<file path="src/rtl/half_life_ctrl_if.sv">
// Bus bundle for half_life_ctrl.
// Carries the run request (start/abort/period/init_amt/thresh) and the
// external counter link (cnt_val in; cnt_clr/up/down/load/cnt_in out).
// It also carries the status outputs (amount, halvings, busy, done, err).
// slave  : the controller side.
// master : the requester / counter side.
interface half_life_ctrl_if #(
    parameter int unsigned N = 4,
    parameter int unsigned M = 8,
    parameter int unsigned H = 4
);
    logic         start;
    logic         abort;
    logic [N-1:0] period;
    logic [M-1:0] init_amt;
    logic [M-1:0] thresh;
    logic [N-1:0] cnt_val;
    logic         cnt_clr;
    logic         cnt_up;
    logic         cnt_down;
    logic         cnt_load;
    logic [N-1:0] cnt_in;
    logic [M-1:0] amount;
    logic [H-1:0] halvings;
    logic         busy;
    logic         done;
    logic         err;

    modport slave (
        input  start, abort, period, init_amt, thresh, cnt_val,
        output cnt_clr, cnt_up, cnt_down, cnt_load, cnt_in,
        output amount, halvings, busy, done, err
    );

    modport master (
        output start, abort, period, init_amt, thresh, cnt_val,
        input  cnt_clr, cnt_up, cnt_down, cnt_load, cnt_in,
        input  amount, halvings, busy, done, err
    );
endinterface

</file>
<file path="src/rtl/half_life_ctrl.sv">
// Half-life decay controller.
// It drives an external up/down/load counter so that each half-life lasts
// period+3 cycles: LOAD, then COUNT down to zero, then HALVE.
// On every HALVE the quantity is halved.
// The run stops when the quantity reaches the threshold, when the halvings
// count saturates, or when abort is raised.
// Ports:
//   i_clk  : clock, rising edge.
//   i_rst  : synchronous active-high reset.
//   io_bus : half_life_ctrl_if.slave, which carries the request inputs,
//            the counter link and the status outputs.
module half_life_ctrl #(
    parameter int unsigned N = 4,
    parameter int unsigned M = 8,
    parameter int unsigned H = 4
) (
    input  logic                   i_clk,
    input  logic                   i_rst,
    half_life_ctrl_if.slave        io_bus
);
    typedef enum logic [2:0] {StIdle, StLoad, StCount, StHalve, StDone} state_e;

    localparam logic [H-1:0] HalvMax = '1;

    state_e       r_state;
    state_e       w_state_d;
    logic [M-1:0] r_amount;
    logic [H-1:0] r_halvings;
    logic [M-1:0] r_thresh;
    logic         r_err;

    logic         w_start_ok;
    logic         w_start_bad;
    logic [M-1:0] w_amt_half;
    logic [H-1:0] w_halv_inc;
    logic         w_clr;
    logic         w_down;
    logic         w_load;
    logic [N-1:0] w_cnt_in;

    assign w_start_ok  = (r_state == StIdle) && io_bus.start &&
                         (io_bus.period != '0) && (io_bus.init_amt != '0);
    assign w_start_bad = (r_state == StIdle) && io_bus.start && !w_start_ok;
    assign w_amt_half  = r_amount >> 1;
    assign w_halv_inc  = r_halvings + {{(H-1){1'b0}}, 1'b1};

    always_comb begin
        w_state_d = r_state;
        w_clr     = 1'b0;
        w_down    = 1'b0;
        w_load    = 1'b0;
        w_cnt_in  = '0;
        unique case (r_state)
            StIdle: begin
                if (w_start_ok) w_state_d = StLoad;
            end
            StLoad: begin
                if (io_bus.abort) begin
                    w_clr     = 1'b1;
                    w_state_d = StIdle;
                end else begin
                    w_load    = 1'b1;
                    w_cnt_in  = io_bus.period;
                    w_state_d = StCount;
                end
            end
            StCount: begin
                if (io_bus.abort) begin
                    w_clr     = 1'b1;
                    w_state_d = StIdle;
                end else if (io_bus.cnt_val != '0) begin
                    w_down = 1'b1;
                end else begin
                    w_state_d = StHalve;
                end
            end
            StHalve: begin
                if (io_bus.abort) begin
                    w_clr     = 1'b1;
                    w_state_d = StIdle;
                end else if ((w_amt_half <= r_thresh) || (w_halv_inc == HalvMax)) begin
                    // Decide on the post-halving values so saturation never wraps.
                    w_state_d = StDone;
                end else begin
                    w_state_d = StLoad;
                end
            end
            StDone: begin
                w_state_d = StIdle;
            end
            default: w_state_d = StIdle;
        endcase
        // Reset clears the counter in the same cycle and masks any other control.
        if (i_rst) begin
            w_clr    = 1'b1;
            w_down   = 1'b0;
            w_load   = 1'b0;
            w_cnt_in = '0;
        end
    end

    always_ff @(posedge i_clk) begin
        if (i_rst) begin
            r_state    <= StIdle;
            r_amount   <= '0;
            r_halvings <= '0;
            r_thresh   <= '0;
            r_err      <= 1'b0;
        end else begin
            r_state <= w_state_d;
            r_err   <= w_start_bad;
            if (w_start_ok) begin
                r_amount   <= io_bus.init_amt;
                r_halvings <= '0;
                r_thresh   <= io_bus.thresh;
            end else if ((r_state == StHalve) && !io_bus.abort) begin
                r_amount   <= w_amt_half;
                r_halvings <= w_halv_inc;
            end
        end
    end

    assign io_bus.cnt_clr  = w_clr;
    assign io_bus.cnt_up   = 1'b0;
    assign io_bus.cnt_down = w_down;
    assign io_bus.cnt_load = w_load;
    assign io_bus.cnt_in   = w_cnt_in;
    assign io_bus.amount   = r_amount;
    assign io_bus.halvings = r_halvings;
    assign io_bus.busy     = (r_state == StLoad) || (r_state == StCount) ||
                             (r_state == StHalve);
    assign io_bus.done     = (r_state == StDone);
    assign io_bus.err      = r_err;
endmodule

</file>
<file path="src/flat_wrapper.sv">
// flat-port wrapper written by rule: the top's interface ports become plain ports
module half_life_ctrl_flat 
#(
    parameter int unsigned N = 4,
    parameter int unsigned M = 8,
    parameter int unsigned H = 4
)
  (i_clk, i_rst, io_bus_start, io_bus_abort, io_bus_period, io_bus_init_amt, io_bus_thresh, io_bus_cnt_val, io_bus_cnt_clr, io_bus_cnt_up, io_bus_cnt_down, io_bus_cnt_load, io_bus_cnt_in, io_bus_amount, io_bus_halvings, io_bus_busy, io_bus_done, io_bus_err);
  half_life_ctrl_if #(.N(N), .M(M), .H(H)) io_bus_i ();
  input  logic i_clk;
  input  logic i_rst;
  input wire logic [$bits(io_bus_i.start)-1:0] io_bus_start;
  input wire logic [$bits(io_bus_i.abort)-1:0] io_bus_abort;
  input wire logic [$bits(io_bus_i.period)-1:0] io_bus_period;
  input wire logic [$bits(io_bus_i.init_amt)-1:0] io_bus_init_amt;
  input wire logic [$bits(io_bus_i.thresh)-1:0] io_bus_thresh;
  input wire logic [$bits(io_bus_i.cnt_val)-1:0] io_bus_cnt_val;
  output wire logic [$bits(io_bus_i.cnt_clr)-1:0] io_bus_cnt_clr;
  output wire logic [$bits(io_bus_i.cnt_up)-1:0] io_bus_cnt_up;
  output wire logic [$bits(io_bus_i.cnt_down)-1:0] io_bus_cnt_down;
  output wire logic [$bits(io_bus_i.cnt_load)-1:0] io_bus_cnt_load;
  output wire logic [$bits(io_bus_i.cnt_in)-1:0] io_bus_cnt_in;
  output wire logic [$bits(io_bus_i.amount)-1:0] io_bus_amount;
  output wire logic [$bits(io_bus_i.halvings)-1:0] io_bus_halvings;
  output wire logic [$bits(io_bus_i.busy)-1:0] io_bus_busy;
  output wire logic [$bits(io_bus_i.done)-1:0] io_bus_done;
  output wire logic [$bits(io_bus_i.err)-1:0] io_bus_err;
  assign io_bus_i.start = io_bus_start;
  assign io_bus_i.abort = io_bus_abort;
  assign io_bus_i.period = io_bus_period;
  assign io_bus_i.init_amt = io_bus_init_amt;
  assign io_bus_i.thresh = io_bus_thresh;
  assign io_bus_i.cnt_val = io_bus_cnt_val;
  assign io_bus_cnt_clr = io_bus_i.cnt_clr;
  assign io_bus_cnt_up = io_bus_i.cnt_up;
  assign io_bus_cnt_down = io_bus_i.cnt_down;
  assign io_bus_cnt_load = io_bus_i.cnt_load;
  assign io_bus_cnt_in = io_bus_i.cnt_in;
  assign io_bus_amount = io_bus_i.amount;
  assign io_bus_halvings = io_bus_i.halvings;
  assign io_bus_busy = io_bus_i.busy;
  assign io_bus_done = io_bus_i.done;
  assign io_bus_err = io_bus_i.err;
  half_life_ctrl #(.N(N), .M(M), .H(H)) u_core (.i_clk(i_clk), .i_rst(i_rst), .io_bus(io_bus_i));
endmodule
</file>
<file path="config.mk">
export PLATFORM = sky130hd
export DESIGN_NAME = half_life_ctrl_flat
export DESIGN_NICKNAME = d
export VERILOG_FILES = /design/src/rtl/half_life_ctrl_if.sv /design/src/rtl/half_life_ctrl.sv /design/src/flat_wrapper.sv
export SDC_FILE = /design/constraint.sdc
export NUM_CORES = 1
export LEC_CHECK = 0
export ABC_AREA = 1
export CAP_MARGIN = 20
export CORE_MARGIN = 2
export CORE_UTILIZATION = 47
export CTS_BUF_LIST = sky130_fd_sc_hd__clkbuf_8 sky130_fd_sc_hd__clkbuf_16
export DETAILED_ROUTE_END_ITERATION = 6
export PLACE_DENSITY_LB_ADDON = 0.1
export SLEW_MARGIN = 10
export SYNTH_ARGS = -nofsm -noshare
export SYNTH_HDL_FRONTEND = slang
export SYNTH_SLANG_ARGS = --single-unit
</file>
<file path="constraint.sdc">
create_clock -name i_clk -period 2.5 [get_ports i_clk]
set_input_delay 0.375 -clock i_clk [delete_from_list [all_inputs] [get_ports i_clk]]
set_output_delay 0.375 -clock i_clk [all_outputs]
set_load 0.01 [all_outputs]
</file>
==> out/results.tsv, run 1 <==
metric	value	unit
status	finished, final reports clean	
routed_wl	3097	microns
num_vias	1405	
power_density	580.0	mW/mm^2
synth_area	0.001351	sq mm
gp_congestion	0.7564	
holdPathStages	2	
die_w	57.62	microns
yosysWarnings	0	
clock_sinks	24	
cts_buffers	3	
layout.nets	285	
netSwitchingFraction	29.02	%
setup_tns	0	ns
power	1114	uW
antenna_found_initial	0	
slew_viol_final	0	
max_stage_delay	0.54	ns
crit_path_end_kind	primary output	
overflow	0	
combPwrFrac	29.4	%
rows	19	
dp_hpwl	2340	microns
yosysSeqAreaShare	35.56	%
max_freq	450.5	MHz
leakage	0.0008298	uW
start_util	49.43	%
io_pins	51	
cp.required	2.12	ns
p_int	790.6	uW
syn-num-nets	236	
dpl_cell_area	0.001849	sq mm
clk_path_buf_depth	2	
final_common_cell	clkdlybuf4s50_1	
arrival	1.84	ns
tritoncts	yes	
worst-setup-path-type	in -> out	
post-route-drc-count	0	
syn2layout_area_growth	42.13	%
synth.distinct_cells	28	
drtPass1Iterations	4	
postCtsSetupRepairBufs	0	
drt_iter0_drc	48	
ctsHoldBuffers	0	
final.min_clock_period	2.220	ns
ant_nets	0	
slowest_stage	clkdlybuf4s50_1	
p_sw	323.3	uW
viasPerCell	5.054	
routedWlPerCell	11.14	microns
r2r-end	u_core.io_bus.amount[3]	
rsz0062_at_grt	false	
post-route-period-util	88.80	%
drv_cap	0	
seq_power_share	40.1	%
ff2ff_setup_slack	0.83	ns
fp.dieArea	0.003320	sq mm
cts.clk_slew.worst_paths	0.08	ns
grt_max_degree	24	
syn_avg_cell_area	6.790	sq um
h-tree-depth	1	
cp_max_fo	4	
syn_inst	199	
fill_cells	239	
ir_worst_vdd	0.4284	mV
core	0.002734	sq mm
hold_end	u_core.r_thresh[4]	
stdcell_area	0.001921	sq mm
start_kind	input port	
fin_skew	0.009277	ns
cts_root_buf	clkbuf_8	
worstPathCellList	clkdlybuf4s50_1 -> inv_1 -> nand3_1 -> nor2_1 -> inv_1 -> nor2_1 -> clkdlybuf4s50_1	
diodes	0	
portBuffers	49	
worstHoldStart	u_core.r_thresh[4]	
hold_viol	0	
mostFrequentLayoutCells	clkdlybuf4s50_1, nand2_1, nor2_1, inv_1, dfxtp_1	
die_h	57.62	microns
grt_first_pass_wirelength	5133	microns
clkLatencyLatePin	0.27	ns
ctsResizeCount	0	
synth-seq-cells	24	
final_layout_size_suffix_gt1_share	6.073	%
gr-usage-all-layers	19.60	%
rr_startpoint	u_core.r_state[1]	
hold_class	reg -> reg	
clkPwrFrac	30.5	%
grt_pass1_vias	1257	
r2r_cells	6	
setup_viol	0	
-- cell type report --
cell class | count | area [sq um] | share of cell area, %
clock buffers | 3 | 41.29 | 2.150
repair buffers | 50 | 498.0 | 25.93
well taps | 31 | 38.79 | 2.020
inverters | 30 | 112.6 | 5.863
flip-flops and latches | 24 | 480.5 | 25.02
multi-input cells | 139 | 719.4 | 37.46
clock inverters | 1 | 30.03 | 1.564
-- critical path, delay by kind of cell --
family / cells / cell delay, ns
simple gates: 3 / 0.32
buf+inv: 4 / 1.15
-- per-layer routing --
metal | vias to the layer above | share of wire, % | GRT usage (%)
met3 | 6 | 6.9 | 4.018
met4 | 0 | 1.3 | 9.302
met1 | 622 | 42 | 22.11
met5 | - | 0 | 0
met2 | 51 | 50 | 35.06
li1 | 726 | - | -
-- logic make-up after synthesis --
family | Yosys count | share of synthesized area, %
other | 1 | 0.2775
flip-flops | 24 | 35.56
AND/OR/NAND/NOR | 90 | 28.33
AO/OA/AOI/OAI | 39 | 16.30
buffers and inverters | 36 | 11.20
adder cells (fa/ha/maj) | 9 | 8.333
-- power by group through the flow --
stage               clock, uW  combinational, uW  sequential, uW
floorplan                   0                196             458
global placement            0                320             455
detailed placement          0                328             455
CTS                       343                332             447
global route              368                370             452
finish                    339                328             447
-- flip-flops by register name, indices dropped and copies added, names as in the netlist --
name / count
u_core.io_bus.amount: 8
u_core.r_thresh: 8
u_core.io_bus.halvings: 4
u_core.r_state: 3
u_core.io_bus.err: 1
-- per-stage QoR --
| stage | hold WS, ns | utilization (%) | instances | setup slack [ns] |
|---|---|---|---|---|
| floorplan | 0.4332 | - | 199 | 1.045 |
| global route | 0.4933 | 70.25 | 278 | 0.1762 |
| finish | 0.4582 | 70.25 | 278 | 0.2801 |
| CTS | 0.4641 | 70.25 | 278 | 0.2793 |
| global placement | 0.4440 | 67.64 | 274 | 0.3062 |
| detailed placement | 0.4513 | 67.64 | 274 | 0.2811 |
-- synth_stat cells, drive strengths merged --
master  number  area [sq um]
buf          6         38.78
nor2        33         133.9
a22oi        1         7.510
o21ai       12         63.81
nor3         1         5.000
nand2       42         162.6
dfxtp       24         480.5
nand4        3         18.77
inv         30         112.6
or2          2         12.52
a211oi       1         7.510
ha           9         112.6
nand3        9         50.05
a21boi       5         37.54
conb         1         3.750
a21oi       20         103.9
-- how the worst max path moves through the flow --
stage | start | end | slack, ns
after floorplan | u_core.r_state[0] | io_bus_cnt_in[0] | 1.04
after global placement | io_bus_abort | io_bus_cnt_in[0] | 0.31
after detailed placement | io_bus_abort | io_bus_cnt_in[0] | 0.28
after CTS | io_bus_abort | io_bus_cnt_in[0] | 0.28
after global routing | io_bus_abort | io_bus_cnt_in[0] | 0.18
final | io_bus_abort | io_bus_cnt_in[0] | 0.28
Power figures use the tool's default switching activity.
==> run 2: changes to the inputs <==
--- a/config.mk
+++ b/config.mk
@@ -5,9 +5,8 @@
 export SDC_FILE = /design/constraint.sdc
 export NUM_CORES = 1
 export LEC_CHECK = 0
-export ABC_AREA = 1
+export ABC_AREA = 0
 export CAP_MARGIN = 20
-export CORE_MARGIN = 2
 export CORE_UTILIZATION = 47
 export CTS_BUF_LIST = sky130_fd_sc_hd__clkbuf_8 sky130_fd_sc_hd__clkbuf_16
 export DETAILED_ROUTE_END_ITERATION = 6
==> run 2 against run 1 <==
Compared with the run above:
- register-to-register slack got worse by 0.09 ns
- sequential cell count unchanged
- hold slack better by 0.077 ns
- combinational power shrank 18%
- first-iteration DRC count shrank 17%
==> out/results.tsv, run 2 <==
metric	value	unit
status	finished, final reports clean	
setup_tns	0	ns
ctsResizeCount	0	
leakage	0.0007271	uW
die_h	55.22	microns
post-route-drc-count	0	
core	0.002567	sq mm
setup_viol	0	
post-place-ws	0.1463	ns
routedWlPerCell	13.17	microns
final_util	74.42	%
overflow	0	
grt_first_pass_wirelength	5050	microns
rsz0062_at_grt	false	
synth_most_common_cell	nor2_1	
viasPerCell	5.498	
synth_top_area_share	36.09	%
syn-num-nets	197	
dp.cells	237	
max_freq	423.5	MHz
synth_edf_count	0	
ff2ff_setup_slack	0.74	ns
power_density	502.5	mW/mm^2
synth_area_leaders	dfxtp_1, nor2_1, ha_1	
hold_class	reg -> reg	
yosysSeqAreaShare	36.09	%
cp_max_fo	2	
arrival	1.99	ns
crit_path_start	io_bus_cnt_val[1]	
r2r_cells	6	
max_slew_margin	65.81	%
r2r-end	u_core.io_bus.amount[6]	
final_layout_size_suffix_gt1_share	7.583	%
io_pins	51	
fp.dieArea	0.003049	sq mm
clock_sinks	24	
synth_top_area_cell	dfxtp_1	
slew_viol_final	0	
yosysWarnings	0	
routed_wl	3173	microns
tightest_slew	0.5074	ns
synth.distinct_cells	39	
crit_end	io_bus_cnt_down	
stdcell_area	0.001911	sq mm
async_flop_share	0	%
cts_root_buf	clkbuf_8	
drt_iter0_drc	40	
antenna_found_initial	0	
fill_cells	214	
ctsHoldBuffers	0	
diodes	0	
cts.clk_slew.worst_paths	0.08	ns
num_vias	1325	
h-tree-depth	1	
ant_nets	0	
grt_pass1_vias	1182	
synth-seq-cells	24	
setup_ws	0.1389	ns
syn_inst	160	
dp_hpwl	2516	microns
synth_area	0.001331	sq mm
post-route-period-util	94.44	%
crit_path_end_kind	primary output	
die_w	55.22	microns
syn2layout_area_growth	43.51	%
cts_buffers	3	
dpl_cell_area	0.001856	sq mm
fin_skew	0.002907	ns
mostFrequentLayoutCells	clkdlybuf4s50_1, nor2_1, dfxtp_1, a21oi_1, inv_1	
instances_no_fill	241	
syn_avg_cell_area	8.320	sq um
final_common_cell	clkdlybuf4s50_1	
synth.cells.most_frequent	nor2_1, dfxtp_1, a21oi_1	
drv_cap	0	
rr_startpoint	u_core.r_state[2]	
start_util	51.85	%
postCtsSetupRepairBufs	0	
synth_ff_type	dfxtp_1	
drtPass1Iterations	4	
clk_path_buf_depth	2	
gr-usage-all-layers	20.81	%
portBuffers	49	
hold_viol	0	
rows	18	
clkLatencyLatePin	0.27	ns
start_kind	input port	
worst-setup-path-type	in -> out	
layout.nets	249	
gp_congestion	0.7834	
grt_max_degree	20	
cp.required	2.12	ns
ir_worst_vdd	0.5086	mV
final.min_clock_period	2.361	ns
tritoncts	yes	
==> run 2: changes by cell type in the layout (fill, tap and decap cells not counted), sizes merged, moves of 5 or more <==
cell / delta
nand2: -38
inv: -20
o21ai: -12
nand3: -8
a21boi: -5
and2: +5
buf: +5
==> run 2: where the power goes <==
| part | internal [uW] | switching (uW) | total (uW) |
|---|---|---|---|
| combinational | 146 | 123 | 269 |
| clock | 141 | 123 | 264 |
| sequential | 407 | 20.2 | 427 |
| total | 694 | 266 | 960 |
==> run 2: layout make-up <==
cell class | instances | area [sq um] | area share [%]
Tap cell | 30 | 37.54 | 1.965
Clock buffer | 4 | 55.05 | 2.881
Timing Repair Buffer | 55 | 535.5 | 28.03
Inverter | 10 | 37.54 | 1.965
Sequential cell | 24 | 480.5 | 25.15
Multi-Input combinational cell | 118 | 764.5 | 40.01
==> run 2: kinds of logic after synthesis <==
family	Yosys count	share of synthesized area [%]
AO/OA/AOI/OAI	31	16.73
multiplexers	3	2.256
buffers and inverters	18	6.955
flip-flops	24	36.09
AND/OR/NAND/NOR	70	26.60
XOR/XNOR	4	2.632
other	1	0.2817
adder cells (fa/ha/maj)	9	8.459
==> run 2: critical path: stages <==
cell	delay (ns)
clkdlybuf4s50_1	0.41
or4_1	0.53
nand3b_1	0.12
nor4_1	0.05
clkdlybuf4s50_1	0.49
==> run 2: layer usage <==
| layer | vias up | wire, microns | global-route usage [%] |
|---|---|---|---|
| li1 | 662 | - | - |
| met1 | 615 | 1274 | 20.61 |
| met2 | 42 | 1699 | 41.31 |
| met3 | 6 | 133 | 3.279 |
| met4 | 0 | 65 | 9.643 |
| met5 | - | 0 | 0 |
==> run 2: metrics by stage <==
stage | power (uW) | hold WS [ns]
after CTS | 964.8 | 0.5380
after global routing | 1005 | 0.5715
final | 960.2 | 0.5356
after global placement | 692.5 | 0.4899
after detailed placement | 704.5 | 0.5174
after floorplan | 590.6 | 0.4518
==> run 2: how the worst min path moves through the flow <==
| stage | startpoint | endpoint | slack [ns] | cells past startpoint |
|---|---|---|---|---|
| finish | u_core.r_thresh[7] | u_core.r_thresh[7] | 0.54 | 2 |
| global placement | u_core.r_thresh[7] | u_core.r_thresh[7] | 0.49 | 2 |
| detailed placement | u_core.r_thresh[0] | u_core.r_thresh[0] | 0.52 | 2 |
| CTS | u_core.r_thresh[0] | u_core.r_thresh[0] | 0.54 | 2 |
| global route | u_core.r_thresh[0] | u_core.r_thresh[0] | 0.57 | 2 |
| floorplan | io_bus_abort | u_core.r_state[1] | 0.45 | 1 |
==> run 3: changes to the inputs <==
--- a/config.mk
+++ b/config.mk
@@ -7,11 +7,10 @@
 export LEC_CHECK = 0
 export ABC_AREA = 0
 export CAP_MARGIN = 20
-export CORE_UTILIZATION = 47
+export CORE_UTILIZATION = 45
 export CTS_BUF_LIST = sky130_fd_sc_hd__clkbuf_8 sky130_fd_sc_hd__clkbuf_16
 export DETAILED_ROUTE_END_ITERATION = 6
 export PLACE_DENSITY_LB_ADDON = 0.1
-export SLEW_MARGIN = 10
 export SYNTH_ARGS = -nofsm -noshare
 export SYNTH_HDL_FRONTEND = slang
 export SYNTH_SLANG_ARGS = --single-unit
==> run 3 against run 2 <==
Compared with the run above:
- register-to-register slack about the same
- final cell count increased by 1.2%
- core utilization decreased by 5.1 points
- clock skew increased by 0.0026 ns
- sequential cell count unchanged
==> out/results.tsv, run 3 (same netlist as run 2, synthesis figures left out) <==
metric	value	unit
cts_root_buf	clkbuf_8	
cts_buffers	3	
grt_first_pass_wirelength	5382	microns
drv_cap	0	
worst-setup-path-type	in -> out	
holdPathStages	2	
clkPwrFrac	27.6	%
ctsResizeCount	0	
worstHoldStart	u_core.r_thresh[7]	
diodes	0	
hold_viol	0	
num_vias	1310	
ir_worst_vdd	0.5674	mV
worstPathCellList	clkdlybuf4s50_1 -> nor2_1 -> and4bb_2 -> and2_1 -> clkdlybuf4s50_1	
r2r_cells	6	
die_h	56.39	microns
cp.required	2.12	ns
hold_end	u_core.r_thresh[7]	
gp_congestion	0.7308	
p_sw	268.7	uW
layout.nets	251	
leakage	0.0007367	uW
grt_max_degree	20	
post-route-drc-count	0	
drtPass1Iterations	5	
setup_tns	0	ns
antenna_found_initial	0	
cp_max_fo	5	
routedWlPerCell	13.53	microns
clk_path_buf_depth	2	
rsz0062_at_grt	false	
setup_viol	0	
overflow	0	
slew_viol_final	0	
fill_cells	230	
hold_class	reg -> reg	
post-route-period-util	94.66	%
clock_sinks	24	
die_w	56.39	microns
power_density	500.6	mW/mm^2
portBuffers	49	
clkLatencyLatePin	0.27	ns
cp_common_cell	clkdlybuf4s50_1	
status	finished, final reports clean	
routed_wl	3301	microns
postCtsSetupRepairBufs	0	
max_freq	422.6	MHz
grt_pass1_vias	1235	
viasPerCell	5.369	
power	964.5	uW
fp.dieArea	0.003180	sq mm
r2r-end	u_core.io_bus.amount[6]	
start_kind	input port	
ff2ff_setup_slack	0.73	ns
dp_hpwl	2424	microns
cts.clk_slew.worst_paths	0.08	ns
tritoncts	yes	
rows	19	
mostFrequentLayoutCells	clkdlybuf4s50_1, nor2_1, dfxtp_1, a21oi_1, inv_1	
gr-usage-all-layers	21.41	%
crit_path_end_kind	primary output	
slowest_stage	clkdlybuf4s50_1	
ctsHoldBuffers	0	
final_layout_size_suffix_gt1_share	8.451	%
final_common_cell	clkdlybuf4s50_1	
ant_nets	0	
io_pins	51	
p_int	695.9	uW
start_util	47.86	%
netSwitchingFraction	27.85	%
max_stage_delay	0.54	ns
final.min_clock_period	2.366	ns
core	0.002781	sq mm
rr_startpoint	u_core.r_state[2]	
drt_iter0_drc	77	
arrival	1.99	ns
syn2layout_area_growth	44.74	%
seq_power_share	44.4	%
h-tree-depth	1	
fin_skew	0.005503	ns
combPwrFrac	28.0	%
-- run 3: changes by cell type in the layout (fill, tap and decap cells not counted) --
cell   delta
buf_4     +2
-- run 3: layout make-up --
cell class / instances / area [sq um] / area share [%]
clock buffer: 4 / 55.05 / 2.857
sequential: 24 / 480.5 / 24.94
timing repair buffer: 57 / 550.5 / 28.57
tap: 31 / 38.79 / 2.013
multi-input combinational: 118 / 764.5 / 39.68
inverter: 10 / 37.54 / 1.948
-- run 3: routing by layer --
metal  GRT usage (%)  wire (microns)  up-vias
li1                -               -      665
met1           26.90            1488      603
met2           36.56            1615       40
met3           5.069             175        2
met4           5.923              21        0
met5               0               0        -
-- run 3: worst max path at each step --
stage | startpoint | endpoint | slack (ns) | cells past startpoint
2_1_floorplan | u_core.r_state[0] | u_core.io_bus.amount[6] | 0.89 | 6
6_report | i_rst | io_bus_cnt_in[0] | 0.13 | 5
4_1_cts | i_rst | io_bus_cnt_in[0] | 0.14 | 5
3_5_place_dp | i_rst | io_bus_cnt_in[0] | 0.15 | 5
3_3_place_gp | io_bus_cnt_val[1] | io_bus_cnt_down | 0.21 | 5
5_1_grt | i_rst | io_bus_cnt_in[1] | 0.06 | 5
-- run 3: worst max-delay path: cells and delay by family --
family / cells / cell delay [ns]
and+or+nand+nor: 3 / 0.59
buffers and inverters: 2 / 1.02
-- run 3: metrics by stage --
stage                     hold slack, ns  std cells  utilization (%)  setup WS [ns]  area [sq um]
after floorplan                   0.4518        160                -         0.8943          1331
after global placement            0.4909        240            67.30         0.2072          1872
after detailed placement          0.5141        240            67.30         0.1481          1872
after CTS                         0.5329        244            69.28         0.1407          1927
after global routing              0.5573        244            69.28        0.06079          1927
final                             0.5307        244            69.28         0.1336          1927
-- run 3: power by group through the flow --
| stage | Combinational, uW | Clock [uW] | Sequential, uW |
|---|---|---|---|
| after floorplan | 155 | 0 | 435 |
| after global placement | 261 | 0 | 436 |
| after detailed placement | 267 | 0 | 437 |
| after CTS | 271 | 275 | 428 |
| after global routing | 298 | 287 | 432 |
| final | 270 | 267 | 428 |
